[src/rtl/md_issue_ctrl.sv]
// D->E issue control for the MulDiv unit: decodes the D-stage op, registers E-stage controls,
// and stalls HI/LO-related ops while a result is outstanding. Optional MDCTRL_SYNC_CHECK_EN adds a Busy cross-check.
//
// state | meaning
// IDLE  | no result outstanding (cnt == 0), MD ops may issue
// WAIT  | mult/div in flight (cnt != 0), every MD op in D is stalled
module md_issue_ctrl #(
  parameter int MULT_CYCLES = 5,
  parameter int DIV_CYCLES  = 10,
  parameter int CNT_W       = 4
) (
  input  logic       Clk,
  input  logic       Reset,
  input  logic [3:0] D_MD_Op,
  input  logic       D_Ext_Stall,
  input  logic       E_Flush,
  input  logic       MD_Busy,
  output logic       MD_Stall,
  output logic       E_MD_Start,
  output logic [1:0] E_MD_Type,
  output logic [1:0] E_MD_Write,
  output logic [1:0] E_MD_RdSel,
  output logic       MD_Sync_Err
);

  typedef enum logic {IDLE = 1'b0, WAIT = 1'b1} state_t;

  localparam logic [CNT_W-1:0] MultLoad = CNT_W'(MULT_CYCLES);
  localparam logic [CNT_W-1:0] DivLoad  = CNT_W'(DIV_CYCLES);

  state_t           state, nextState;
  logic [CNT_W-1:0] cnt, cntNext;

  logic       isMdOp, isMulDiv, issue;
  logic       startNext;
  logic [1:0] typeNext, writeNext, rdSelNext;

  always_comb begin
    isMdOp   = (D_MD_Op >= 4'd1) && (D_MD_Op <= 4'd8);
    isMulDiv = (D_MD_Op >= 4'd1) && (D_MD_Op <= 4'd4);
    MD_Stall = isMdOp && (cnt != '0);
    issue    = isMdOp && !MD_Stall && !D_Ext_Stall && !E_Flush;
  end

  // State register, countdown and E-stage control registers.
  always_ff @(posedge Clk or negedge Reset) begin
    if (!Reset) begin
      state      <= IDLE;
      cnt        <= '0;
      E_MD_Start <= 1'b0;
      E_MD_Type  <= 2'b00;
      E_MD_Write <= 2'b00;
      E_MD_RdSel <= 2'b00;
    end else begin
      state      <= nextState;
      cnt        <= cntNext;
      E_MD_Start <= startNext;
      E_MD_Type  <= typeNext;
      E_MD_Write <= writeNext;
      E_MD_RdSel <= rdSelNext;
    end
  end

  // Next state: the countdown runs regardless of external stalls and saturates at 0.
  always_comb begin
    cntNext = cnt;
    if (issue && isMulDiv) begin
      cntNext = (D_MD_Op <= 4'd2) ? MultLoad : DivLoad;
    end else if (cnt != '0) begin
      cntNext = cnt - 1'b1;
    end
    nextState = (cntNext != '0) ? WAIT : IDLE;
  end

  // Output decode: anything not issued becomes an all-zero bubble in E.
  always_comb begin
    startNext = 1'b0;
    typeNext  = 2'b00;
    writeNext = 2'b00;
    rdSelNext = 2'b00;
    if (issue) begin
      case (D_MD_Op)
        4'd1: begin startNext = 1'b1; typeNext = 2'b00; end
        4'd2: begin startNext = 1'b1; typeNext = 2'b01; end
        4'd3: begin startNext = 1'b1; typeNext = 2'b10; end
        4'd4: begin startNext = 1'b1; typeNext = 2'b11; end
        4'd5: writeNext = 2'b01;
        4'd6: writeNext = 2'b10;
        4'd7: rdSelNext = 2'b01;
        4'd8: rdSelNext = 2'b10;
        default: ;
      endcase
    end
  end

`ifdef MDCTRL_SYNC_CHECK_EN
  // Unit Busy lags Start by one edge, so compare against the countdown delayed by one edge.
  logic [CNT_W-1:0] cntD;
  logic             syncErr;

  always_ff @(posedge Clk or negedge Reset) begin
    if (!Reset) begin
      cntD    <= '0;
      syncErr <= 1'b0;
    end else begin
      cntD <= cnt;
      if (MD_Busy != (cntD != '0)) syncErr <= 1'b1;
    end
  end

  assign MD_Sync_Err = syncErr;
`else
  logic unusedBusy;
  assign unusedBusy  = MD_Busy;
  assign MD_Sync_Err = 1'b0;
`endif

endmodule

[config.mk]
export PLATFORM = sky130hd
export DESIGN_NAME = md_issue_ctrl
export DESIGN_NICKNAME = d
export VERILOG_FILES = /design/src/rtl/md_issue_ctrl.sv
export SDC_FILE = /design/constraint.sdc
export NUM_CORES = 1
export LEC_CHECK = 0
export CORE_MARGIN = 3
export CORE_UTILIZATION = 40
export DETAILED_ROUTE_END_ITERATION = 16
export PLACE_DENSITY_LB_ADDON = 0.12
export SETUP_SLACK_MARGIN = 0.1
export SLEW_MARGIN = 20
export SYNTH_ARGS = -nofsm -noshare
export SYNTH_HDL_FRONTEND = slang
export SYNTH_SLANG_ARGS = --single-unit
[constraint.sdc]
create_clock -name Clk -period 2.2 [get_ports Clk]
set_input_delay 0.33 -clock Clk [delete_from_list [all_inputs] [get_ports Clk]]
set_output_delay 0.33 -clock Clk [all_outputs]
set_load 0.02 [all_outputs]
# [Word-level counts from Yosys, hierarchy flattened]
# Cells that the tools add are included.
[totals] reg_bits=11 wordCells=42
[classes] addsub=1 n_lt_le_gt_ge=4 reduce_logical=13 eq_ne=8 muxes=11
[ops] operator="== test 4 x 3 -> 1 bit, second input constant" count=4
[ops] operator="two-way mux 4 bit" count=3
[ops] operator="== test 4 x 2 -> 1 bit, second input constant" count=2
[ops] operator="case mux 2 bit (2 select lines)" count=2
[ops] operator="logical AND 1 bit" count=7
[ops] operator="two-way mux 2 bit" count=3
[ops] operator="case mux 2 bit (3 select lines)" count=1
[ops] operator="== test 4 x 1 -> 1 bit, second input constant" count=1
[ops] operator="== test 4 bit, second input constant" count=1
[ops] operator="greater-or-equal comparator 4 x 1 -> 1 bit, second input constant" count=1
[ops] operator="<= comparator 4 x 2 -> 1 bit, second input constant" count=1
[ops] operator="<= comparator 4 x 3 -> 1 bit, second input constant" count=1
[ops] operator="<= comparator 4 bit, second input constant" count=1
[ops] operator="nonzero test 4 bit" count=1
[ops] operator="OR reduction 4 bit" count=1
[ops] operator="subtractor 4 x 1 -> 4 bit, second input constant" count=1
[ops] operator="zero test 1 bit" count=3
[ops] operator="two-way mux 1 bit" count=2
[ops] operator="nonzero test 2 bit" count=1

# [Logic depth before layout (Yosys ltp)]
# Gate-level depths: netlist of run 1.
[logic_depth] word_depth=9 mapped_depth=8 depth_no_buf=6

# [Worst setup path before layout of run 1]
# OpenSTA, ideal clock, no wires.
[synth_path] path_type="flip-flop to flip-flop" start="reg cnt[0]" end="reg cnt[0]" arrival_ns=1.875 slack_ns=0.179 t_required_ns=2.053 path_stages_with_launch=9 path_buffers=2 cell_sequence="dfrtp_1 inv_1 ha_1 or3b_1 buf_2 or4_4 buf_6 o21ai_0 a211oi_1"
[synth_between] elab_chain_len=8 word_cells_on_any_way=11 cone_classes="1 x add/sub; 2 x mux; 8 x reduce/logical"
[synth_rtl] item="start: declaration" line="32" text="logic [CNT_W-1:0] cnt, cntNext;"
[synth_rtl] item="start signal: assignment" line="56" text="cnt <= cntNext;"
[synth_rtl] item="parallel branches: the longest is 8 deep, another holds subtractor 4 x 1 -> 4 bit"
# Several ways; the timed one is not identified. The select of a mux whose other input is x is not followed.
# A chain may end at the register's enable or synchronous reset.

# [Worst setup path after layout of run 1]
[layout_path] start="in D_MD_Op[1]" end="out MD_Stall"
[layout_between] elab_chain_len=3 word_cells_on_any_way=4 cone_classes="2 x order compare; 2 x reduce/logical"
[layout_rtl] item="start: declaration" line="14" text="input logic [3:0] D_MD_Op,"
[layout_rtl] item="greater-or-equal comparator 4 x 1 -> 1 bit / <= comparator 4 bit (equally long branches)" line="39" text="isMdOp = (D_MD_Op >= 4'd1) && (D_MD_Op <= 4'd8);"
[layout_rtl] item="logical AND 1 bit *" line="39"
[layout_rtl] item="logical AND 1 bit *" line="41" text="MD_Stall = isMdOp && (cnt != '0);"
[layout_rtl] item="end: declaration" line="18" text="output logic MD_Stall,"
# Mark *: on every way between the ends. The rest lies on a longest branch, timed or not.

==> results of run 1 <==
[repair_timing]
| action | 4_1_cts | 5_1_grt |
|---|---|---|
| resized for setup | 5 | 3 |
| gates cloned | 0 | 0 |
| endpoints found under the setup margin | 1 | 3 |
[worst paths after layout]
path                                 endpoint  slack, ns
worst max-delay path                 MD_Stall       0.23
worst min-delay path            E_MD_RdSel[0]       0.39
worst max register to register         cnt[0]       0.25
worst min register to register         cnt[3]       0.54
max in group asynchronous              cnt[2]       1.49
min in group Clk                       cnt[3]       0.54
[state kept, by name, summed over array words and instances, names as in the netlist]
name / count
E_MD_Write: 2
cnt: 4
E_MD_RdSel: 2
E_MD_Type: 2
E_MD_Start: 1
[worst max-delay path, cell delays in order]
cell and delay (ns):
sky130_fd_sc_hd__clkdlybuf4s50_1 0.42, sky130_fd_sc_hd__or2_2 0.33, sky130_fd_sc_hd__nor2_2 0.12, sky130_fd_sc_hd__xnor2_1 0.13, sky130_fd_sc_hd__and2_1 0.14, sky130_fd_sc_hd__buf_2 0.16
[metal layers]
metal | share of wire (%) | GRT usage (%)
met1 | 48 | 16.8
met2 | 46 | 18.6
met3 | 4.5 | 3.59
met4 | 1.5 | 10.5
met5 | 0 | 0
[cell families after synthesis]
kind of cell | synth area share (%)
AOI/OAI and AO/OA | 10.1
xor gates and xnor gates | 5.75
adders and majority gates | 4.11
buffers and inverters | 6.36
DFF | 45.2
muxes | 3.70
other | 0.615
and+or+nand+nor | 24.2
[power by group through the flow]
| stage | Clock (uW) | Combinational, uW | Sequential [uW] |
|---|---|---|---|
| final | 133 | 310 | 269 |
| after global routing | 155 | 349 | 274 |
| after CTS | 142 | 313 | 266 |
| after detailed placement | 0 | 305 | 269 |
| after global placement | 0 | 298 | 269 |
| after floorplan | 0 | 230 | 265 |
[area by class of cell]
| class | count | area, sq um | share of cell area (%) |
|---|---|---|---|
| clock buffers | 4 | 26.3 | 3.20 |
| inverters | 2 | 7.51 | 0.915 |
| multi-input cells | 40 | 303 | 36.9 |
| flip-flops and latches | 11 | 275 | 33.5 |
| well taps | 15 | 18.8 | 2.29 |
| repair buffers | 21 | 190 | 23.2 |
[cell usage in the layout, fill, tap and decap left out, drive strengths merged, types with 3 or more instances in the layout]
| cell type | Yosys | final |
|---|---|---|
| nor3b | 3 | 3 |
| nor3 | 4 | 4 |
| nor2 | 3 | 3 |
| clkdlybuf4s50 | 0 | 14 |
| xnor2 | 4 | 4 |
| nand2 | 3 | 3 |
| buf | 4 | 7 |
| dfrtp | 11 | 11 |
| clkbuf | 1 | 4 |
[per-stage QoR]
step,util (%),cells,hold slack [ns],area (sq um)
final,60.1,93,0.386,821
after global routing,60.1,93,0.417,821
after CTS,60.3,93,0.400,825
after detailed placement,58.0,89,0.518,792
after global placement,58.0,89,0.519,792
after floorplan,-,58,0.0344,609
==> reports/summary.log, run 1 <==
INFO  run_status     outcome=complete, no violations
INFO  worst_setup_path timing.critical_path.from_type=input pin
INFO  detailed_routing wl_per_cell=11.9microns
INFO  detailed_routing routed_wirelength=1.11mm
INFO  clocking       clk_transition_reported_paths=0.07ns
INFO  power_and_ir_drop static-leakage-power=0.000346uW
INFO  clocking       cts_root_buffer=sky130_fd_sc_hd__clkbuf_4
INFO  power_and_ir_drop swShare=32.8%
INFO  floorplanning  num_rows=13
INFO  global_routing grt_pass1_vias=445
INFO  floorplanning  io_pins=18
INFO  yosys          netlist_top_cells_area=sky130_fd_sc_hd__dfrtp_1 (45%), sky130_fd_sc_hd__xnor2_1 (5.7%), sky130_fd_sc_hd__ha_1 (4.1%)
INFO  detailed_routing vias=474
INFO  placement      hpwl=839microns
INFO  detailed_routing number_of_iterations_in_the_first_detailed_routing_pass=4
INFO  timing         finalMaxSlewViolations=0
INFO  yosys          synth_sequential_area_ratio=45.2%
INFO  detailed_routing antenna_violating_nets_post_route=0
INFO  worst_setup_path critical_path.startpoint=D_MD_Op[1]
INFO  power_and_ir_drop total_power=712uW
INFO  final_layout   final_layout_size_suffix_gt1_share=26.9%
INFO  timing         setup_violations=0
INFO  yosys          yosysTopAreaCell=sky130_fd_sc_hd__dfrtp_1
INFO  worst_setup_path rr_startpoint=cnt[0]
INFO  global_routing number_of_antenna_violations_at_the_first_check_in_global_routing=0
INFO  timing         fin_tns_setup=0ns
INFO  power_and_ir_drop power.internal=479uW
INFO  global_routing globalRouteOverflowTotal=0
INFO  global_routing track_usage=13.2%
INFO  timing         rsz0062_at_grt=no
INFO  yosys          synth.ff_latch_count=11
INFO  detailed_routing via_per_inst=5.10
INFO  clocking       cts.path.max_buffers=2
INFO  worst_setup_path crit_fanout=2
INFO  clocking       clock-sinks=11
INFO  clocking       cts_tree=done
INFO  worst_setup_path path_class=input pin to output port
INFO  worst_setup_path worst_ep_arrival_time=1.64ns
INFO  yosys          netlist_instances=58
INFO  hold_path      hold_path_class=input pin to asynchronous set/reset pin
INFO  power_and_ir_drop power.ir.vdd_worst=0.000524V
INFO  yosys          post_synth.cell_area_avg=10.5squm
INFO  yosys          synthMostInstantiatedCell=sky130_fd_sc_hd__dfrtp_1
INFO  clocking       h-tree-depth=1
INFO  detailed_routing drt_iter0_drc=8
INFO  detailed_routing detail_route.drc_violations=0
INFO  power_and_ir_drop pwr-share-clk=18.7%
INFO  timing         fmax=509MHz
INFO  timing         postLayoutSetupSlackWorst=0.235ns
INFO  clocking       clk-insertion-delay-late=0.26ns
INFO  placement      gp_routability_congestion=0.773
INFO  yosys          ys_warn_count=0
INFO  power_and_ir_drop cellPowerDensity=867nW/um^2
INFO  final_layout   area_delta_synth_final=34.7%
INFO  floorplanning  die_width=45.0microns
INFO  floorplanning  fp.coreArea=1370squm
INFO  yosys          yosys.cell_types.count=31
INFO  power_and_ir_drop power.sequential.fraction=37.7%
INFO  worst_setup_path worst_r2r_path_depth=8
INFO  yosys          synth.top_cells.by_count=sky130_fd_sc_hd__dfrtp_1 (11), sky130_fd_sc_hd__xnor2_1 (4), sky130_fd_sc_hd__nand2_1 (3), sky130_fd_sc_hd__nor3_1 (3), sky130_fd_sc_hd__nor3b_1 (3)
INFO  timing         fin_crit_sh=89.3%
INFO  global_routing grt_pass1_wl=1.88mm
INFO  yosys          synth.cell_area=609squm
INFO  final_layout   nNetsFinal=90
INFO  floorplanning  floorplan.initialDensity=44.6%
INFO  timing         fin_skew=0.00699ns
INFO  timing         final_period_minus_worst_setup_slack=1.97ns
INFO  yosys          synthDominantCellAreaShare=45.2%
INFO  yosys          syn_nets=69
INFO  placement      placement.setup.worst_slack=-0.234ns
INFO  global_routing grt_start_max_net_pins=12
INFO  floorplanning  die_height=45.0microns
INFO  yosys          synth-edff-count=0
INFO  floorplanning  die_area=2030squm
INFO  power_and_ir_drop share_of_total_power_in_combinational_logic=43.5%
INFO  worst_setup_path cp-end-kind=output port
INFO  placement      place.port_buffers=15
INFO  final_layout   n_fill_cell=127
INFO  final_layout   antennaDiodeCount=0
INFO  clocking       tritoncts_buffer_count=3
INFO  run            max-cap-violations=0
INFO  yosys          synth-async-reset-ratio=100%
INFO  clocking       postCtsSetupRepairBufs=0
INFO  yosys          synthFlopType=sky130_fd_sc_hd__dfrtp_1
INFO  timing         number_of_hold_slack_violations_in_the_final_timing_report=0
INFO  power_and_ir_drop p_switching=233uW
INFO  worst_setup_path critical_path_required=1.87ns
INFO  clocking       ctsHoldBuffers=0
Power figures use the tool's default switching activity.
==> run 2: changes to the inputs <==
--- a/config.mk
+++ b/config.mk
@@ -9,6 +9,7 @@
 export CORE_UTILIZATION = 40
 export DETAILED_ROUTE_END_ITERATION = 16
 export PLACE_DENSITY_LB_ADDON = 0.12
+export REMOVE_ABC_BUFFERS = 1
 export SETUP_SLACK_MARGIN = 0.1
 export SLEW_MARGIN = 20
 export SYNTH_ARGS = -nofsm -noshare
==> run 2 against run 1 <==
Utilization rose by 0.82 points. Highest routed layer unchanged. Critical endpoint unchanged. First-iteration DRC count shrank 63%. Non-clock buffer count rose by 1. Sequential power is essentially flat.
==> reports/summary.log, run 2 (same netlist as run 1, synthesis figures left out) <==
INFO  run_status     outcome=complete, no violations
INFO  power_and_ir_drop share_of_total_power_in_combinational_logic=44.4%
INFO  final_layout   nNetsFinal=91
INFO  final_layout   final_cell_count_no_fill=94
INFO  global_routing grt_start_max_net_pins=12
INFO  worst_setup_path worst_ep_arrival_time=1.65ns
INFO  final_layout   area_delta_synth_final=36.6%
INFO  placement      hpwl=880microns
INFO  final_layout   multi_input_comb_area=307squm
INFO  timing         hold-worst-slack=0.369ns
INFO  placement      post-place-cells=89
INFO  worst_setup_path cp-end-kind=output port
INFO  detailed_routing number_of_iterations_in_the_first_detailed_routing_pass=2
INFO  floorplanning  die_height=45.0microns
INFO  floorplanning  floorplan.initialDensity=44.6%
INFO  final_layout   final_layout_size_suffix_gt1_share=26.6%
INFO  detailed_routing via_per_inst=5.02
INFO  timing         final_period_minus_worst_setup_slack=1.98ns
INFO  timing         setup_violations=0
INFO  final_layout   antennaDiodeCount=0
INFO  clocking       cts.path.max_buffers=2
INFO  power_and_ir_drop swShare=33.1%
INFO  power_and_ir_drop power.internal=495uW
INFO  power_and_ir_drop power.ir.vdd_worst=0.000497V
INFO  detailed_routing wl_per_cell=12.4microns
INFO  floorplanning  die_area=2030squm
INFO  floorplanning  die_width=45.0microns
INFO  worst_setup_path critical_path.startpoint=cnt[1]
INFO  power_and_ir_drop static-leakage-power=0.000354uW
INFO  global_routing globalRouteOverflowTotal=0
INFO  global_routing track_usage=14.8%
INFO  placement      place.port_buffers=15
INFO  worst_setup_path critical_path_required=1.87ns
INFO  worst_setup_path timing.critical_path.from_type=register
INFO  global_routing grt_pass1_wl=2.07mm
INFO  timing         finalMaxSlewViolations=0
INFO  power_and_ir_drop cellPowerDensity=889nW/um^2
INFO  final_layout   number_of_flip_flops_under_the_largest_register_name=4
INFO  final_layout   post-route-cell-area=832squm
INFO  detailed_routing vias=472
INFO  timing         fmax=505MHz
INFO  floorplanning  fp.coreArea=1370squm
INFO  clocking       tritoncts_buffer_count=3
INFO  detailed_routing routed_wirelength=1.16mm
INFO  detailed_routing drt_iter0_drc=3
INFO  power_and_ir_drop p_switching=245uW
INFO  run            max-cap-violations=0
INFO  global_routing number_of_antenna_violations_at_the_first_check_in_global_routing=0
INFO  hold_path      hold_path_class=input pin to asynchronous set/reset pin
INFO  worst_setup_path crit_fanout=6
INFO  power_and_ir_drop power.sequential.fraction=36.2%
INFO  timing         fin_skew=0.0123ns
INFO  final_layout   layout_commonest_cell=sky130_fd_sc_hd__clkdlybuf4s50_1
INFO  clocking       clock-sinks=11
INFO  worst_setup_path rr_startpoint=cnt[1]
INFO  timing         fin_crit_sh=90.0%
INFO  global_routing grt_pass1_vias=475
INFO  clocking       cts_tree=done
INFO  clocking       ctsHoldBuffers=0
INFO  power_and_ir_drop pwr-share-clk=19.4%
INFO  placement      gp_routability_congestion=0.705
INFO  placement      detailed_place.area=792squm
INFO  floorplanning  io_pins=18
INFO  clocking       clk_transition_reported_paths=0.08ns
INFO  detailed_routing detail_route.drc_violations=0
INFO  clocking       h-tree-depth=1
INFO  final_layout   layout_common_cells=sky130_fd_sc_hd__clkdlybuf4s50_1 (14), sky130_fd_sc_hd__dfrtp_1 (11), sky130_fd_sc_hd__buf_4 (7)
INFO  final_layout   area.sequential=275squm
INFO  timing         rsz0062_at_grt=no
INFO  power_and_ir_drop total_power=740uW
INFO  worst_setup_path path_class=register to output port
INFO  floorplanning  num_rows=13
INFO  final_layout   max_flop_register=cnt
INFO  detailed_routing antenna_violating_nets_post_route=0
INFO  final_layout   n_fill_cell=128
INFO  clocking       clk-insertion-delay-late=0.28ns
INFO  clocking       cts_root_buffer=sky130_fd_sc_hd__clkbuf_4
INFO  timing         number_of_hold_slack_violations_in_the_final_timing_report=0
[run 2: cell type report]
| type | instances | area share (%) |
|---|---|---|
| Timing Repair Buffer | 22 | 23.8 |
| Multi-Input combinational cell | 40 | 36.8 |
| Tap cell | 15 | 2.26 |
| Sequential cell | 11 | 33.1 |
| Clock buffer | 4 | 3.16 |
| Inverter | 2 | 0.902 |
[run 2: metal layers]
metal | global-route usage (%) | part of all wire (%) | vias up | wire, microns
li1 | - | - | 243 | -
met1 | 18.0 | 46 | 209 | 536
met2 | 21.5 | 44 | 16 | 508
met3 | 6.37 | 7.2 | 4 | 84
met4 | 8.77 | 2.8 | 0 | 32
met5 | 0 | 0 | - | 0
[run 2: repair_timing]
item / 4_1_cts / 5_1_grt
pin swaps: 0 / 0
gates resized for setup: 4 / 3
setup endpoints to repair: 1 / 3
setup buffers: 0 / 1
[run 2: final timing paths]
path / to / slack [ns] / cells after the start
worst max-delay path: MD_Stall / 0.22 / 5
worst min-delay path: E_MD_Type[0] / 0.37 / 1
worst max register to register: cnt[0] / 0.25 / 6
worst min register to register: cnt[3] / 0.56 / 1
max in group asynchronous: cnt[3] / 1.49 / 1
min in group Clk: cnt[3] / 0.56 / 1
[run 2: through the flow]
stage	setup slack, ns	util, %	TNS [ns]
2_1_floorplan	0.289	-	0
3_3_place_gp	-0.223	58.0	-0.223
3_5_place_dp	-0.216	58.0	-0.216
4_1_cts	0.102	60.2	0
5_1_grt	0.110	60.9	0
6_report	0.221	60.9	0
[run 2: worst max-delay path, stage by stage (launching register included)]
cell and delay, ns:
sky130_fd_sc_hd__dfrtp_1 0.38, sky130_fd_sc_hd__inv_1 0.09, sky130_fd_sc_hd__ha_1 0.16, sky130_fd_sc_hd__or3b_4 0.42
sky130_fd_sc_hd__and2_1 0.16, sky130_fd_sc_hd__buf_2 0.15
[run 2: power by group through the flow]
| stage | Sequential, uW | Clock (uW) | Combinational (uW) |
|---|---|---|---|
| 2_1_floorplan | 265 | 0 | 219 |
| 3_5_place_dp | 272 | 0 | 317 |
| 5_1_grt | 275 | 161 | 372 |
| 6_report | 268 | 143 | 328 |
| 3_3_place_gp | 270 | 0 | 311 |
| 4_1_cts | 268 | 152 | 324 |
==> run 3: changes to the inputs <==
==> constraint.sdc (replaced) <==
create_clock -name Clk -period 2.2 [get_ports Clk]
set_input_delay 0.33 -clock Clk [delete_from_list [all_inputs] [get_ports Clk]]
set_output_delay 0.33 -clock Clk [all_outputs]
set_load 0.1 [all_outputs]
==> run 3 against run 2 <==
Design area shrank 1.7%. Via count shrank 1.9%. Cell count shrank 1.1%.
==> reports/summary.log, run 3 (same netlist as run 1, synthesis figures left out) <==
INFO  run_status     outcome=complete, no violations
INFO  final_layout   layout_commonest_cell=sky130_fd_sc_hd__buf_4
INFO  timing         fin_skew=0.00273ns
INFO  detailed_routing number_of_iterations_in_the_first_detailed_routing_pass=4
INFO  power_and_ir_drop total_power=766uW
INFO  clocking       h-tree-depth=1
INFO  clocking       clk-insertion-delay-late=0.27ns
INFO  placement      post-place-cells=89
INFO  clocking       clk_transition_reported_paths=0.07ns
INFO  detailed_routing via_per_inst=4.98
INFO  final_layout   n_fill_cell=124
INFO  timing         hold-worst-slack=0.390ns
INFO  clocking       tritoncts_buffer_count=3
INFO  timing         final_period_minus_worst_setup_slack=1.99ns
INFO  final_layout   layout_common_cells=sky130_fd_sc_hd__buf_4 (13), sky130_fd_sc_hd__dfrtp_1 (11), sky130_fd_sc_hd__clkdlybuf4s50_1 (7)
INFO  timing         fin_crit_sh=90.6%
INFO  detailed_routing vias=463
INFO  worst_setup_path worst_ep_arrival_time=1.66ns
INFO  floorplanning  fp.coreArea=1370squm
INFO  placement      gp_routability_congestion=0.697
INFO  floorplanning  io_pins=18
INFO  floorplanning  num_rows=13
INFO  placement      hpwl=855microns
INFO  final_layout   antennaDiodeCount=0
INFO  detailed_routing detail_route.drc_violations=0
INFO  timing         finalMaxSlewViolations=0
INFO  worst_setup_path path_class=input pin to output port
INFO  global_routing globalRouteOverflowTotal=0
INFO  global_routing track_usage=13.2%
INFO  floorplanning  die_width=45.0microns
INFO  clocking       clock-sinks=11
INFO  global_routing grt_start_max_net_pins=12
INFO  detailed_routing wl_per_cell=11.6microns
INFO  worst_setup_path crit_fanout=2
INFO  placement      placement.setup.worst_slack=0.133ns
INFO  detailed_routing drt_iter0_drc=5
INFO  power_and_ir_drop cellPowerDensity=936nW/um^2
INFO  hold_path      hold_path_class=input pin to asynchronous set/reset pin
INFO  clocking       cts.path.max_buffers=2
INFO  timing         postLayoutSetupSlackWorst=0.207ns
INFO  timing         fmax=502MHz
INFO  final_layout   number_of_flip_flops_under_the_largest_register_name=4
INFO  timing         number_of_hold_slack_violations_in_the_final_timing_report=0
INFO  timing         setup_violations=0
INFO  final_layout   final_layout_size_suffix_gt1_share=35.9%
INFO  worst_setup_path rr_startpoint=cnt[0]
INFO  timing         rsz0062_at_grt=no
INFO  final_layout   area_delta_synth_final=34.3%
INFO  detailed_routing antenna_violating_nets_post_route=0
INFO  floorplanning  die_area=2030squm
INFO  clocking       cts_tree=done
INFO  power_and_ir_drop power.ir.vdd_worst=0.000505V
INFO  worst_setup_path worstReg2RegEnd=cnt[0]
INFO  final_layout   max_flop_register=cnt
INFO  power_and_ir_drop static-leakage-power=0.000370uW
INFO  worst_setup_path reg2reg_setup_slack=0.25ns
INFO  run            max-cap-violations=0
INFO  floorplanning  floorplan.initialDensity=44.6%
INFO  clocking       cts_root_buffer=sky130_fd_sc_hd__clkbuf_4
INFO  worst_setup_path cp-end-kind=output port
INFO  worst_setup_path critical_path_required=1.87ns
INFO  detailed_routing routed_wirelength=1.08mm
INFO  global_routing number_of_antenna_violations_at_the_first_check_in_global_routing=0
INFO  floorplanning  die_height=45.0microns
INFO  global_routing grt_pass1_wl=1.84mm
INFO  final_layout   final_cell_count_no_fill=93
INFO  placement      place.port_buffers=15
INFO  final_layout   nNetsFinal=90
INFO  global_routing grt_pass1_vias=403
INFO  worst_setup_path worst_r2r_path_depth=6
INFO  timing         fin_tns_setup=0ns
INFO  worst_setup_path timing.critical_path.from_type=input pin
run 3: worst max-delay path: stages:
cell and delay, ns:
sky130_fd_sc_hd__clkdlybuf4s50_1 0.42, sky130_fd_sc_hd__or2_2 0.32, sky130_fd_sc_hd__nor2_2 0.12, sky130_fd_sc_hd__xnor2_1 0.13
sky130_fd_sc_hd__and2_4 0.17, sky130_fd_sc_hd__buf_12 0.16
run 3: worst max-delay path by stage:
stage                           to  slack (ns)  depth (start not counted)  startpoint
after floorplan           MD_Stall        0.17                          4  D_MD_Op[1]
after global placement    MD_Stall        0.13                          6  D_MD_Op[1]
after detailed placement  MD_Stall        0.13                          6  D_MD_Op[1]
after CTS                 MD_Stall        0.12                          5      cnt[0]
after global routing      MD_Stall        0.11                          6  D_MD_Op[1]
final                     MD_Stall        0.21                          6  D_MD_Op[1]
run 3: area by class of cell:
type                            count  area [sq um]  area share, %
Timing Repair Buffer               21           188           22.9
Multi-Input combinational cell     40           303           37.0
Inverter                            2          7.51          0.917
Sequential cell                    11           275           33.6
Tap cell                           15          18.8           2.29
Clock buffer                        4          26.3           3.21
run 3: routing by layer:
layer | wire [microns] | track usage [%] | vias up
li1 | - | - | 240
met1 | 507 | 18.0 | 204
met2 | 469 | 18.1 | 15
met3 | 77 | 3.59 | 4
met4 | 25 | 8.77 | 0
met5 | 0 | 0 | -
run 3: power breakdown:
part | total [uW] | switching, uW | internal, uW | leakage, uW
clock | 138 | 67.5 | 70.1 | 0.0000150
combinational | 361 | 180 | 181 | 0.000210
sequential | 268 | 25.5 | 242 | 0.000145
run 3: through the flow:
stage | cell area, sq um | util [%]
4_1_cts | 811 | 59.3
5_1_grt | 818 | 59.9
3_5_place_dp | 785 | 57.4
2_1_floorplan | 578 | -
3_3_place_gp | 785 | 57.4
6_report | 818 | 59.9
run 3: timing repair:
action                     4_1_cts  5_1_grt
hold buffers                     0        0
buffers inserted                 0        0
hold endpoints to repair         0        0
gates resized for setup          0        4
setup endpoints to repair        0        4
==> RTL edit 1, RTL diff (config.mk and constraints of run 2) <==
Build with the macro `MDCTRL_SYNC_CHECK_EN` defined.
--- a/src/rtl/md_issue_ctrl.sv
+++ b/src/rtl/md_issue_ctrl.sv
@@ -6,2 +6,4 @@
 // WAIT  | mult/div in flight (cnt != 0), every MD op in D is stalled
+`define MDCTRL_SYNC_CHECK_EN
+
 module md_issue_ctrl #(
Check against the original RTL: not equivalent (Yosys sat finds a counterexample within 4 cycles, from zero or initial values and one cycle with Reset low).
==> RTL edit 1 against run 2 <==
Final cell count is 22% higher; worst setup slack worse by 0.022 ns; synthesized area is 24% higher; clock skew is 0.012 ns lower; critical path depth is 1 higher; routed wire length is 19% higher; total power is 26% higher; highest routed layer unchanged; sequential cell count is 5 higher; design area is 22% higher.
==> RTL edit 1: results <==
export IMPL_reg2reg_depth=4
export IMPL_numCtsBuffers=3
export IMPL_grt_pass1_wl_mm=2.41
export IMPL_rr_startpoint="cnt[2]$_DFFE_PN0P_"
export IMPL_grt_max_degree=17
export IMPL_min_path_type="reg2reg"
export IMPL_dp_slack_ns=-0.122
export IMPL_drtPass1Iterations=4
export IMPL_outcome="finished clean"
export IMPL_place_area_sq_um=973
export IMPL_drcViolationCount=0
export IMPL_drive_gt1_share_pct=18.9
export IMPL_fin_skew_ns=0.000544
export IMPL_clock_latency_ns=0.28
export IMPL_critPathKind="in2out"
export IMPL_reg2reg_setup_slack_ns=0.40
export IMPL_startpoint="D_MD_Op[0]"
export IMPL_ir_drop_mv=0.539
export IMPL_hold_depth=0
export IMPL_hp_start="cnt[1]$_DFFE_PN0P_"
export IMPL_io_buffers=17
export IMPL_ys_warnings_count=0
export IMPL_gp_congestion=0.781
export IMPL_synth_commonest_cells="16 x dfrtp_1, 6 x nor2_1"
export IMPL_cp_slowest_cell="clkdlybuf4s50_1"
export IMPL_arrival_ns=1.67
export IMPL_vias=555
export IMPL_top_regs="cntD x4, cnt x4"
export IMPL_max_stage_delay_ns=0.41
export IMPL_grt_pass1_vias=534
export IMPL_p_leak_nw=0.427
export IMPL_tightest_slew_ns=0.680
export IMPL_post_cts_buffers=0
export IMPL_crit_end="MD_Stall"
export IMPL_async_flop_share_pct=100
export IMPL_worstHoldEndpoint="cntD[1]$_DFF_PN0_"
export IMPL_regToRegEndpoint="cnt[0]$_DFFE_PN0P_"
export IMPL_synthDistinctLibCells=31
export IMPL_nNetsFinal=102
export IMPL_clock_root_buffer="clkbuf_4"
export IMPL_clk_pin_slew_ns=0.09
export IMPL_grt_usage_pct=13.4
export IMPL_crit_fanout=2
export IMPL_n_antenna_cell=0
export IMPL_cts_path_max_buffers=2
export IMPL_fmax_mhz=500
export IMPL_initialDrtViolationCount=12
export IMPL_wl_per_cell_um=12.0
export IMPL_synthFlopType="dfrtp_1"
export IMPL_synthTopCellsByArea="dfrtp_1 53%, xnor2_1 3.5%, ha_1 3.3%, nor2_1 3.0%, nor3b_1 3.0%"
export IMPL_hpwl_mm=1.05
export IMPL_cts_tree="done"
export IMPL_seq_area_frac_synth_pct=52.9
## RTL edit 1: metal layers
layer	share of wire [%]	up-vias	GRT usage (%)
met5	0	-	0
met4	2.8	0	8.29
met3	4.6	4	3.32
met2	49	12	20.1
met1	44	262	17.3
li1	-	277	-
## RTL edit 1: repair_timing
item	CTS	global route
pin swaps	0	0
setup endpoints to repair	1	1
resized for setup	1	3
## RTL edit 1: kinds of logic after synthesis
group | Yosys count | share of synthesized area, %
and+or+nand+nor | 29 | 24.0
muxes | 1 | 1.32
AOI/OAI and AO/OA | 9 | 8.76
DFF | 16 | 52.9
buffers and inverters | 6 | 3.97
xor gates and xnor gates | 5 | 5.79
adders and majority gates | 2 | 3.31
## RTL edit 1: area by class of cell
cell class | count | area (sq um)
flip-flops and latches | 16 | 400
multi-input cells | 46 | 334
clock buffers | 4 | 36.3
well taps | 25 | 31.3
inverters | 2 | 7.51
repair buffers | 22 | 208
fillers | 176 | 747
## RTL edit 1: through the flow
step / setup TNS (ns) / total power [mW] / hold WS [ns] / utilization (%) / cells
4_1_cts: 0 / 0.936 / 0.416 / 57.2 / 115
2_1_floorplan: 0 / 0.642 / 0.0344 / - / 64
6_report: 0 / 0.934 / 0.415 / 57.7 / 115
3_3_place_gp: -0.137 / 0.735 / 0.392 / 55.2 / 111
3_5_place_dp: -0.122 / 0.743 / 0.392 / 55.2 / 111
5_1_grt: 0 / 1.00 / 0.436 / 57.7 / 115
## RTL edit 1: report_power, final
part	total [mW]	internal (mW)	switching, mW
Sequential	0.422	0.369	0.0529
Combinational	0.319	0.169	0.150
Clock	0.194	0.101	0.0935
## RTL edit 1: worst max-delay path, delay by kind of cell
| kind | cells | cell delay, ns |
|---|---|---|
| and+or+nand+nor | 3 | 0.49 |
| buffers and inverters | 2 | 0.70 |
| xor gates and xnor gates | 1 | 0.15 |
==> RTL edit 2, RTL diff (flow settings as in run 2) <==
Made on the original files. Set the parameter `CNT_W` to 3 (it was 4).
--- a/src/rtl/md_issue_ctrl.sv
+++ b/src/rtl/md_issue_ctrl.sv
@@ -9,3 +9,3 @@
   parameter int DIV_CYCLES  = 10,
-  parameter int CNT_W       = 4
+  parameter int CNT_W       = 3
 ) (
Function: changed (Yosys sat finds a counterexample within 4 cycles, from zero or initial values and one cycle with Reset low).
==> RTL edit 2 against run 2 <==
Total power down 15%; sequential share of layout area fell by 0.19 points; routed wire length down 24%; synthesized area decreased by 13%; worst setup slack better by 0.060 ns; critical path depth unchanged; design area shrank 8.6%; sequential cell count fell by 1; maximum frequency increased by 3.1%; global-route usage is 3.4 points lower.
==> RTL edit 2: results <==
export IMPL_drcViolationCount=0
export IMPL_drive_gt1_share_pct=18.8
export IMPL_fin_skew_ns=0.00322
export IMPL_gp_congestion=0.733
export IMPL_reg2reg_setup_slack_ns=0.69
export IMPL_synthFlopType="dfrtp_1"
export IMPL_syn_avg_cell_area_sq_um=11.1
export IMPL_crit_family="buffers and inverters"
export IMPL_cts_resized=2
export IMPL_nNetsFinal=81
export IMPL_whs_ns=0.371
export IMPL_met1_usage_pct=12.8
export IMPL_pwr_share_comb_pct=38.2
export IMPL_crit_fanout=2
export IMPL_clock_root_buffer="clkbuf_4"
export IMPL_clk_pin_slew_ns=0.06
export IMPL_grt_usage_pct=11.4
export IMPL_cts_path_max_buffers=2
export IMPL_htree_levels=1
export IMPL_regToRegEndpoint="cnt[0]$_DFFE_PN0P_"
export IMPL_p_sw_mw=0.182
export IMPL_grt_pass1_vias=388
export IMPL_dp_slack_ns=-0.0751
export IMPL_cp_slowest_cell="clkdlybuf4s50_1"
export IMPL_routed_wl_um=878
export IMPL_netSwitchingFraction_pct=28.9
export IMPL_top_layer="met3"
export IMPL_initialDrtViolationCount=2
export IMPL_seq_area_frac_synth_pct=46.9
export IMPL_rr_startpoint="cnt[0]$_DFFE_PN0P_"
export IMPL_max_stage_delay_ns=0.43
export IMPL_reg2reg_depth=5
export IMPL_p_leak_nw=0.345
export IMPL_largest_register_ffs=3
export IMPL_synthTopCellsByArea="dfrtp_1 47%, nor4b_4 8.9%, xnor2_1 6.6%, ha_1 4.7%, nor3b_1 2.8%"
export IMPL_fmax_mhz=521
export IMPL_vias=400
export IMPL_synth_commonest_cells="10 x dfrtp_1, 4 x xnor2_1, 3 x inv_1, 3 x nor2_1"
export IMPL_routedLengthMet1_um=394
export IMPL_wl_met3_um=54
export IMPL_pwr_share_seq_pct=37.1
export IMPL_grt_pass1_wl_mm=1.51
export IMPL_ir_drop_mv=0.452
export IMPL_outcome="finished clean"
export IMPL_largest_register="cnt"
export IMPL_antenna_found_initial=0
export IMPL_clock_latency_ns=0.25
export IMPL_async_flop_share_pct=100
export IMPL_met2_length_um=429
export IMPL_stdcell_count=83
export IMPL_hpwl_um=722
export IMPL_grt_max_degree=11
export IMPL_n_antenna_cell=0
export IMPL_dp_cells=79
export IMPL_use_met3_pct=3.00
export IMPL_arrival_ns=1.59
export IMPL_place_area_sq_um=721
export IMPL_gr_usage_met2_pct=17.9
export IMPL_synthDistinctLibCells=24
==> RTL edit 2: logic make-up (layout without fill, tap and decap cells) <==
logic type	after synthesis	in the layout	share of synthesized area, %
flops	10	10	46.9
simple gates	19	19	27.7
mux	1	1	2.11
fa+ha+maj	2	2	4.69
other cells	1	1	0.704
xor+xnor	4	4	6.57
buf+inv	6	27	5.40
compound gates	5	5	5.87
==> RTL edit 2: worst max-delay path by stage <==
stage | startpoint | endpoint | depth (start not counted)
floorplan | cnt[0]$_DFFE_PN0P_ | cnt[0]$_DFFE_PN0P_ | 5
global placement | D_MD_Op[2] | MD_Stall | 5
detailed placement | D_MD_Op[2] | MD_Stall | 5
CTS | D_MD_Op[2] | MD_Stall | 5
global route | D_MD_Op[2] | MD_Stall | 5
finish | D_MD_Op[2] | MD_Stall | 5
==> RTL edit 2: cell type report <==
type                    instances  area [sq um]
fillers                       102           410
multi-input cells              32           259
flip-flops and latches         10           250
repair buffers                 20           186
clock buffers                   4          36.3
well taps                      14          17.5
inverters                       3          11.3
